===== config.mk =====
export PLATFORM = sky130hd
export DESIGN_NAME = apb_interconnect
export DESIGN_NICKNAME = d
export VERILOG_FILES = /design/src/rtl/apb_interconnect_pkg.sv /design/src/rtl/apb_addr_decode.sv /design/src/rtl/apb_interconnect.sv
export SDC_FILE = /design/constraint.sdc
export NUM_CORES = 1
export LEC_CHECK = 0
export CORE_AREA = 5 5 107 109
export DETAILED_ROUTE_END_ITERATION = 10
export DIE_AREA = 0 0 112 114
export DONT_BUFFER_PORTS = 1
export PLACE_DENSITY = 0.3
export SETUP_SLACK_MARGIN = 0.3
export SLEW_MARGIN = 15
export SYNTH_ARGS = -nofsm -noshare
export SYNTH_HDL_FRONTEND = slang
export SYNTH_SLANG_ARGS = --single-unit

===== constraint.sdc =====
create_clock -name vclk -period 7.2
set_input_delay 1.44 -clock vclk [all_inputs]
set_output_delay 1.44 -clock vclk [all_outputs]
set_load 0.01 [all_outputs]

===== src/rtl/apb_interconnect_pkg.sv =====
// Shared definitions for the APB interconnect: slave indices, address
// regions and a small region helper. Used by apb_addr_decode and
// apb_interconnect (optional access timeout: APB_TIMEOUT_EN).
package apb_interconnect_pkg;

  localparam int NUM_SLAVES = 5;

  // Slave index; SLV_NONE marks an unmapped address.
  typedef enum logic [2:0] {
    SLV_SRAM   = 3'd0,
    SLV_UART   = 3'd1,
    SLV_SYSTEM = 3'd2,
    SLV_INTC   = 3'd3,
    SLV_TIMER  = 3'd4,
    SLV_NONE   = 3'd5
  } slv_idx_e;

  // Region bounds (inclusive), 32-bit physical map.
  localparam logic [31:0] SRAM_BASE    = 32'h8000_0000;
  localparam logic [31:0] SRAM_LIMIT   = 32'hFFFF_FFFF;
  localparam logic [31:0] UART_BASE    = 32'h1000_0000;
  localparam logic [31:0] UART_LIMIT   = 32'h1000_0FFF;
  localparam logic [31:0] SYSTEM_BASE  = 32'h0000_0000;
  localparam logic [31:0] SYSTEM_LIMIT = 32'h0000_FFFF;
  localparam logic [31:0] INTC_BASE    = 32'h0C00_0000;
  localparam logic [31:0] INTC_LIMIT   = 32'h0CFF_FFFF;
  localparam logic [31:0] TIMER_BASE   = 32'h0200_0000;
  localparam logic [31:0] TIMER_LIMIT  = 32'h0200_FFFF;

  // Tables indexed by slv_idx_e (SLV_SRAM..SLV_TIMER).
  localparam logic [31:0] SLV_BASE [NUM_SLAVES] = '{
    SRAM_BASE, UART_BASE, SYSTEM_BASE, INTC_BASE, TIMER_BASE
  };
  localparam logic [31:0] SLV_LIMIT [NUM_SLAVES] = '{
    SRAM_LIMIT, UART_LIMIT, SYSTEM_LIMIT, INTC_LIMIT, TIMER_LIMIT
  };

  // Order in which regions are matched; first hit wins.
  localparam slv_idx_e DECODE_PRIO [NUM_SLAVES] = '{
    SLV_SRAM, SLV_SYSTEM, SLV_TIMER, SLV_INTC, SLV_UART
  };

  // Size of a region minus one; lets the decoder use a single unsigned
  // compare (addr - base <= span) instead of two bound checks.
  function automatic logic [31:0] region_span(input slv_idx_e s);
    return SLV_LIMIT[s] - SLV_BASE[s];
  endfunction

endpackage


===== src/rtl/apb_addr_decode.sv =====
// Address decoder: paddr -> one-hot slave hit vector (bit index = slv_idx_e).
// Purely combinational; all-zero output means the address is unmapped.
module apb_addr_decode
  import apb_interconnect_pkg::*;
#(
  parameter int ADDR_WIDTH = 32
) (
  input  logic [ADDR_WIDTH-1:0] paddr_i,
  output logic [NUM_SLAVES-1:0] hit_o
);

  logic [31:0]           addr32;
  logic                  upper_zero;
  logic [NUM_SLAVES-1:0] raw_hit;
  logic [NUM_SLAVES:0]   taken;

  // The map lives in a 32-bit space; wider buses must have zero upper bits.
  generate
    if (ADDR_WIDTH > 32) begin : g_addr_wide
      assign addr32     = paddr_i[31:0];
      assign upper_zero = ~|paddr_i[ADDR_WIDTH-1:32];
    end else if (ADDR_WIDTH == 32) begin : g_addr_exact
      assign addr32     = paddr_i;
      assign upper_zero = 1'b1;
    end else begin : g_addr_narrow
      assign addr32     = {{(32-ADDR_WIDTH){1'b0}}, paddr_i};
      assign upper_zero = 1'b1;
    end
  endgenerate

  // Raw region match for every slave.
  genvar gi;
  generate
    for (gi = 0; gi < NUM_SLAVES; gi++) begin : g_range
      assign raw_hit[gi] = upper_zero &
        ((addr32 - SLV_BASE[gi]) <= region_span(slv_idx_e'(gi)));
    end
  endgenerate

  // Priority chain: guarantees one-hot output even if regions overlapped.
  assign taken[0] = 1'b0;
  generate
    for (gi = 0; gi < NUM_SLAVES; gi++) begin : g_prio
      assign hit_o[DECODE_PRIO[gi]] = raw_hit[DECODE_PRIO[gi]] & ~taken[gi];
      assign taken[gi+1]            = taken[gi] | raw_hit[DECODE_PRIO[gi]];
    end
  endgenerate

endmodule


===== src/rtl/apb_interconnect.sv =====
// Single-master APB interconnect: decodes paddr to one of five slaves
// (sram, uart, system, intc, timer), muxes back prdata/pready/perr and
// completes unmapped accesses with an error in one access cycle.
// Optional access-phase timeout enabled by defining APB_TIMEOUT_EN.
module apb_interconnect
  import apb_interconnect_pkg::*;
#(
  parameter int ADDR_WIDTH     = 32,
  parameter int DATA_WIDTH     = 32,
  parameter int TIMEOUT_CYCLES = 255
) (
  input  logic                  clk,
  input  logic                  APB_PRESET,
  input  logic [ADDR_WIDTH-1:0] APB_paddr,
  input  logic [DATA_WIDTH-1:0] APB_pdata,
  output logic [DATA_WIDTH-1:0] APB_prdata,
  input  logic                  APB_psel,
  input  logic                  APB_penable,
  input  logic                  APB_pwrite,
  input  logic [3:0]            APB_pstb,
  output logic                  APB_pready,
  output logic                  APB_perr,
  // sram
  output logic                  sram_sel,
  output logic                  sram_enable,
  input  logic [DATA_WIDTH-1:0] sram_data,
  input  logic                  sram_ready,
  input  logic                  sram_perr,
  // uart
  output logic                  uart_sel,
  output logic                  uart_enable,
  input  logic [DATA_WIDTH-1:0] uart_data,
  input  logic                  uart_ready,
  input  logic                  uart_perr,
  // system ROM/RAM
  output logic                  system_sel,
  output logic                  system_enable,
  input  logic [DATA_WIDTH-1:0] system_data,
  input  logic                  system_ready,
  input  logic                  system_perr,
  // interrupt controller
  output logic                  intc_sel,
  output logic                  intc_enable,
  input  logic [DATA_WIDTH-1:0] intc_data,
  input  logic                  intc_ready,
  input  logic                  intc_perr,
  // timer
  output logic                  timer_sel,
  output logic                  timer_enable,
  input  logic [DATA_WIDTH-1:0] timer_data,
  input  logic                  timer_ready,
  input  logic                  timer_perr
);

  logic [NUM_SLAVES-1:0]                  hit;
  logic [NUM_SLAVES-1:0]                  sel_vec;
  logic [NUM_SLAVES-1:0]                  en_vec;
  logic [NUM_SLAVES-1:0]                  ready_vec;
  logic [NUM_SLAVES-1:0]                  perr_vec;
  logic [NUM_SLAVES-1:0][DATA_WIDTH-1:0]  data_vec;
  logic [NUM_SLAVES:0][DATA_WIDTH-1:0]    data_acc;

  logic mapped;
  logic access;
  logic slv_ready;
  logic slv_perr;
  logic timeout_hit;
  logic [DATA_WIDTH-1:0] slv_data;

  apb_addr_decode #(
    .ADDR_WIDTH (ADDR_WIDTH)
  ) u_decode (
    .paddr_i (APB_paddr),
    .hit_o   (hit)
  );

  // Gather slave-side signals into vectors indexed by slv_idx_e.
  assign ready_vec[SLV_SRAM]   = sram_ready;
  assign ready_vec[SLV_UART]   = uart_ready;
  assign ready_vec[SLV_SYSTEM] = system_ready;
  assign ready_vec[SLV_INTC]   = intc_ready;
  assign ready_vec[SLV_TIMER]  = timer_ready;

  assign perr_vec[SLV_SRAM]    = sram_perr;
  assign perr_vec[SLV_UART]    = uart_perr;
  assign perr_vec[SLV_SYSTEM]  = system_perr;
  assign perr_vec[SLV_INTC]    = intc_perr;
  assign perr_vec[SLV_TIMER]   = timer_perr;

  assign data_vec[SLV_SRAM]    = sram_data;
  assign data_vec[SLV_UART]    = uart_data;
  assign data_vec[SLV_SYSTEM]  = system_data;
  assign data_vec[SLV_INTC]    = intc_data;
  assign data_vec[SLV_TIMER]   = timer_data;

  assign mapped    = |hit;
  assign access    = APB_psel & APB_penable;
  assign slv_ready = |(hit & ready_vec);
  assign slv_perr  = |(hit & perr_vec);

  // AND-OR read-data mux; the decoder guarantees at most one hit.
  assign data_acc[0] = '0;
  genvar gi;
  generate
    for (gi = 0; gi < NUM_SLAVES; gi++) begin : g_rdmux
      assign data_acc[gi+1] = data_acc[gi] |
                              ({DATA_WIDTH{hit[gi]}} & data_vec[gi]);
    end
  endgenerate
  assign slv_data = data_acc[NUM_SLAVES];

`ifdef APB_TIMEOUT_EN
  localparam int CNT_W = (TIMEOUT_CYCLES < 1) ? 1 : $clog2(TIMEOUT_CYCLES + 1);

  logic [CNT_W-1:0] wait_cnt_q;
  logic [CNT_W-1:0] wait_cnt_d;

  assign timeout_hit = access & mapped &
                       (wait_cnt_q == CNT_W'(TIMEOUT_CYCLES));

  // Count access-phase wait cycles; restart on completion or bus idle.
  always_comb begin
    wait_cnt_d = wait_cnt_q;
    if (!APB_psel || APB_pready) begin
      wait_cnt_d = '0;
    end else if (access && mapped && !slv_ready) begin
      wait_cnt_d = wait_cnt_q + CNT_W'(1);
    end
  end

  // Wait counter register, cleared asynchronously by reset.
  always_ff @(posedge clk or posedge APB_PRESET) begin
    if (APB_PRESET) begin
      wait_cnt_q <= '0;
    end else begin
      wait_cnt_q <= wait_cnt_d;
    end
  end
`else
  // Without the timeout a silent slave stalls the bus indefinitely.
  localparam int unused_timeout_cycles = TIMEOUT_CYCLES;
  assign timeout_hit = 1'b0;
`endif

  // Select/enable fan-out; enable is withheld on the timeout cycle.
  assign sel_vec = {NUM_SLAVES{APB_psel & ~APB_PRESET}} & hit;
  assign en_vec  = {NUM_SLAVES{access & ~APB_PRESET & ~timeout_hit}} & hit;

  assign sram_sel      = sel_vec[SLV_SRAM];
  assign uart_sel      = sel_vec[SLV_UART];
  assign system_sel    = sel_vec[SLV_SYSTEM];
  assign intc_sel      = sel_vec[SLV_INTC];
  assign timer_sel     = sel_vec[SLV_TIMER];
  assign sram_enable   = en_vec[SLV_SRAM];
  assign uart_enable   = en_vec[SLV_UART];
  assign system_enable = en_vec[SLV_SYSTEM];
  assign intc_enable   = en_vec[SLV_INTC];
  assign timer_enable  = en_vec[SLV_TIMER];

  // Master response: quiet outside the access phase and during reset;
  // unmapped or timed-out accesses complete with an error and zero data.
  always_comb begin
    APB_pready = 1'b0;
    APB_perr   = 1'b0;
    APB_prdata = '0;
    if (!APB_PRESET && access) begin
      if (!mapped || timeout_hit) begin
        APB_pready = 1'b1;
        APB_perr   = 1'b1;
      end else begin
        APB_pready = slv_ready;
        APB_perr   = slv_perr;
        APB_prdata = slv_data;
      end
    end
  end

  // Write data, direction and strobes go straight to the slaves.
  logic unused_ok;
  assign unused_ok = ^{clk, APB_pdata, APB_pwrite, APB_pstb};

endmodule


== Word-level counts from Yosys, hierarchy flattened ==
Index checks and enable logic that the tools add are counted.
Storage, ports and cells
  register bits after elaboration: 0
  output and inout port bits: 44
  logic and storage cells: 48
Cells by class
  add/subtract/negate cells: 4
  order comparisons: 5
  multiplexer cells: 6
  bitwise logic cells: 28
  reductions and logical operators: 5
Operator list (count)
  $and 32x32->32: 5
  $or 32x32->32: 4
  $le 32x16->1 const B: 2
  $mux 32: 2
  $le 32x12->1 const B: 1
  $le 32x24->1 const B: 1
  $le 32x31->1 const B: 1
  $sub 32x26->32 const B: 1
  $sub 32x28->32 const B: 1
  $sub 32x29->32 const B: 1
  $sub 32x32->32 const B: 1
  $and 5x5->5: 4
  $reduce_or 5->1: 3
  $and 1x1->1: 7
  $not 1->1: 5
  $mux 1: 4
  $or 1x1->1: 3
  $logic_and 1x1->1: 1
  $logic_not 1->1: 1

== Logic depth before layout (Yosys ltp) ==
  depth in word-level cells: 14
  gate-level depth with buffers: 9
  gate-level depth less buffers: 7

== Hierarchy ==
A second synthesis with hierarchy kept.
Unflattened totals
  cell total of the unflattened synthesis: 161
  area total of the unflattened synthesis: 1153.6 µm²
By module, submodules not included
  apb_interconnect: times used 1, cells an instance 141, area an instance 1013.5 µm²
  apb_addr_decode: times used 1, cells an instance 20, area an instance 140.1 µm²

== Least setup slack after synthesis ==
Ideal clock, no wire load.
  kind: input -> output
  start: input APB_paddr[22]
  end: output APB_prdata[11]
  arrival: 3.102 ns
  path slack: 2.658 ns
  stages on the path: 7
  path buffers: 2
  path through: or4_4 -> nor4_4 -> and2_0 -> clkbuf_1 -> buf_4 -> a22oi_1 -> a31oi_1
Between the ends
  word-level cells in the longest chain between the ends: 14
  elaborated cells on any way between the ends: 32
  those cells by class: add/sub: 4; order compare: 5; mux: 2; bitwise: 20; reduce/logical: 1
RTL lines
  start, declared: line apb_interconnect.sv:14  | input logic [ADDR_WIDTH-1:0] APB_paddr,
  $sub 32x32->32: line apb_addr_decode.sv:36  | ((addr32 - SLV_BASE[gi]) <= region_span(slv_idx_e'(gi)));
  $le 32x31->1: line apb_addr_decode.sv:36
  $or 1x1->1 (3 in a row): line apb_addr_decode.sv:45  | assign taken[gi+1] = taken[gi] | raw_hit[DECODE_PRIO[gi]];
  $not 1->1: line apb_addr_decode.sv:44  | assign hit_o[DECODE_PRIO[gi]] = raw_hit[DECODE_PRIO[gi]] & ~taken[gi];
  $and 1x1->1: line apb_addr_decode.sv:44
  $and 32x32->32: line apb_interconnect.sv:107  | ({DATA_WIDTH{hit[gi]}} & data_vec[gi]);
  $or 32x32->32 (4 in a row): line apb_interconnect.sv:106  | assign data_acc[gi+1] = data_acc[gi] |
  $mux 32 *: line apb_interconnect.sv:167  | if (!mapped || timeout_hit) begin
  $mux 32 *: line apb_interconnect.sv:166  | if (!APB_PRESET && access) begin
  end, declared: line apb_interconnect.sv:16  | output logic [DATA_WIDTH-1:0] APB_prdata,
Mark *: on every way between the ends. The rest lies on a longest branch, timed or not.

== Worst setup path after layout ==
  start: input APB_paddr[19]
  end: output APB_prdata[7]
Same word-level chain as after synthesis.

==> flow_summary.toml <==
[setup_path]
cpPeakStageDelay_ns = 0.71
crit_start = "APB_paddr[19]"
worstPathArrival_ns = 3.91
path_buf_inv = 1
slowest_stage = "and2_1"
crit_chain = "or4_1 > nor4_4 > and2_1 > buf_4 > a22oi_2 > a31oi_1"
path_class = "in -> out"
worstPathRequired_ns = 5.76
critPathLaunchType = "input pin"
cpLargestDelayFamily = "simple AND/OR/NAND/NOR gates"
crit_path_end_kind = "output port"
crit_fanout = 18

[timing]
period_share_pct = 74.3
fmax_mhz = 187
worstMarginPinSlew_ns = 0.869
setup_tns_ns = 0
drv_slew = 0
rsz0062_at_grt = "false"
hold_viol_final = 0
holdWs_ns = 3.03
relSlewSlack_pct = 42.1
fin_crit_ns = 5.35
setup_viol = 0
layout_setup_ws_ns = 1.85

[finish]
final-seq-area_sq_um = 0
seq_cells = 0
nets = 429
finalCoreUtilization_pct = 13.6
diodes = 0
syn_to_final_growth_pct = 2.61
fillers = 1223
nClkBuffers = 0
multi_input_area_sq_um = 1220
drive_gt1_share_pct = 12.0
instances_no_fill = 323
postLayoutCellArea_sq_um = 1430

[power]
power.switching_mw = 0.0112
leakage_nw = 0.233
power.internal_mw = 0.0112
power_density_nw_per_um2 = 15.7
ir_worst_vdd_v = 0.00000639
comb_power_share_pct = 100.0
total_power_mw = 0.0224
clkPwrFrac_pct = 0
seqPwrFrac_pct = 0
p_sw_share_pct = 50.0

[global_route]
antenna_found_initial = 0
grt_max_degree = 41
grtUsageTotal_pct = 9.54
overflow = 0
grt_pass1_vias = 1798
grt_pass1_wl_mm = 9.98

[yosys]
yosysSeqAreaShare_pct = 0
syn-cell-area_sq_um = 1390
ys_warn_count = 0
synthTopCellsByArea = "a22oi_1 29%, a31oi_1 14%, nand2_1 10%"
synth.net_count = 446
synth_top_area_share_pct = 29.1
yosys.area.top_type = "a22oi_1"
ys_types = 32
postSynthCellCount = 202
syn_avg_cell_area_sq_um = 6.89

[place]
globalplace.congestion = 0.761
placed_cells = 323
port_buffers = 0
pre_cts_ws_ns = 1.76
dpl.hpwl_mm = 5.75
place_area_sq_um = 1430

[drt]
avgRoutedWirePerCell_um = 22.6
via_count = 1791
antenna_left = 0
drt_first_pass_iters = 4
drc = 0
drt-total-wl_mm = 7.30
drt-initial-drc-count = 87
viasPerCell = 5.54

[floorplanning]
die_h_um = 114
die_x_um = 112
rows = 38
core_area_sq_um = 10500
die_area_sq_um = 12800
io_pins = 287
start_util_pct = 13.2

[outcome]
status = "completed"

[clocking]
hold_buffers = 0
cts_resized = 0
postCtsSetupRepairBufs = 0

[worst_hold_path]
hold_depth = 2
hp-class = "in -> out"
min_from = "system_data[3]"
whs_endpoint = "APB_prdata[3]"

[job]
drv_cap = 0
==> synthesized netlist by cell type <==
master    count
or4_1         1
a22oi_1      54
clkbuf_1      8
a22o_1        4
nand2b_1      1
nor4_4        3
or3_1         1
nand3b_1      1
nand2_1      37
a41o_4        1
a21oi_1       2
buf_2         4
and3_1        2
and2_1        3
nor4_1        3
a221oi_1      2
nand4_1       1
nor3_1        2
buf_6         7
and2_0        1
inv_1         2
nand2_2       1
nor4b_1       1
buf_4         2
nor2_1       10
xor2_1        1
a31oi_1      32
nor2b_1       1
ha_1          1
buf_12        1
a22oi_2      10
or4_4         2
==> cell families after synthesis <==
group	count (synthesis)	synth area share [%]
compound gates	105	58.5
xor+xnor	1	0.630
fa+ha+maj	1	0.899
buf+inv	24	12.3
simple gates	71	27.6
==> worst max-delay path by stage <==
stage	end	slack [ns]	cells past startpoint
final	APB_prdata[7]	1.85	6
after CTS	APB_prdata[7]	1.77	6
after global routing	APB_prdata[7]	1.67	6
after global placement	APB_prdata[2]	1.67	5
after detailed placement	APB_prdata[7]	1.76	6
after floorplan	APB_prdata[11]	2.66	7
==> cell usage in the layout (no fill, tap or decap), drive strengths merged <==
cell type	count
a22oi	64
nand2	38
a31oi	32
nor2	10
nor4	6
a22o	4
and2	4
buf	3
or4	3
inv	2
nor3	2
and3	2
a221oi	2
a21oi	2
nor4b	1
nor2b	1
nand2b	1
or3	1
nand3b	1
xor2	1
a41o	1
nand4	1
ha	1
==> cell type report <==
| class | count | share of cell area (%) |
|---|---|---|
| inverters | 2 | 0.526 |
| multi-input cells | 178 | 85.6 |
| well taps | 140 | 12.3 |
| repair buffers | 3 | 1.58 |
==> power groups by stage <==
stage	clock (mW)	combinational [mW]	sequential, mW
6_report	0	0.0224	0
4_1_cts	0	0.0228	0
5_1_grt	0	0.0249	0
3_3_place_gp	0	0.0225	0
3_5_place_dp	0	0.0227	0
2_1_floorplan	0	0.0226	0
==> metal layers <==
layer | share of wire, % | GRT usage (%)
met4 | 1.0 | 1.04
met1 | 38 | 11.7
met3 | 9.2 | 1.49
met2 | 52 | 18.1
met5 | 0 | 0
Power figures use the tool's default switching activity.
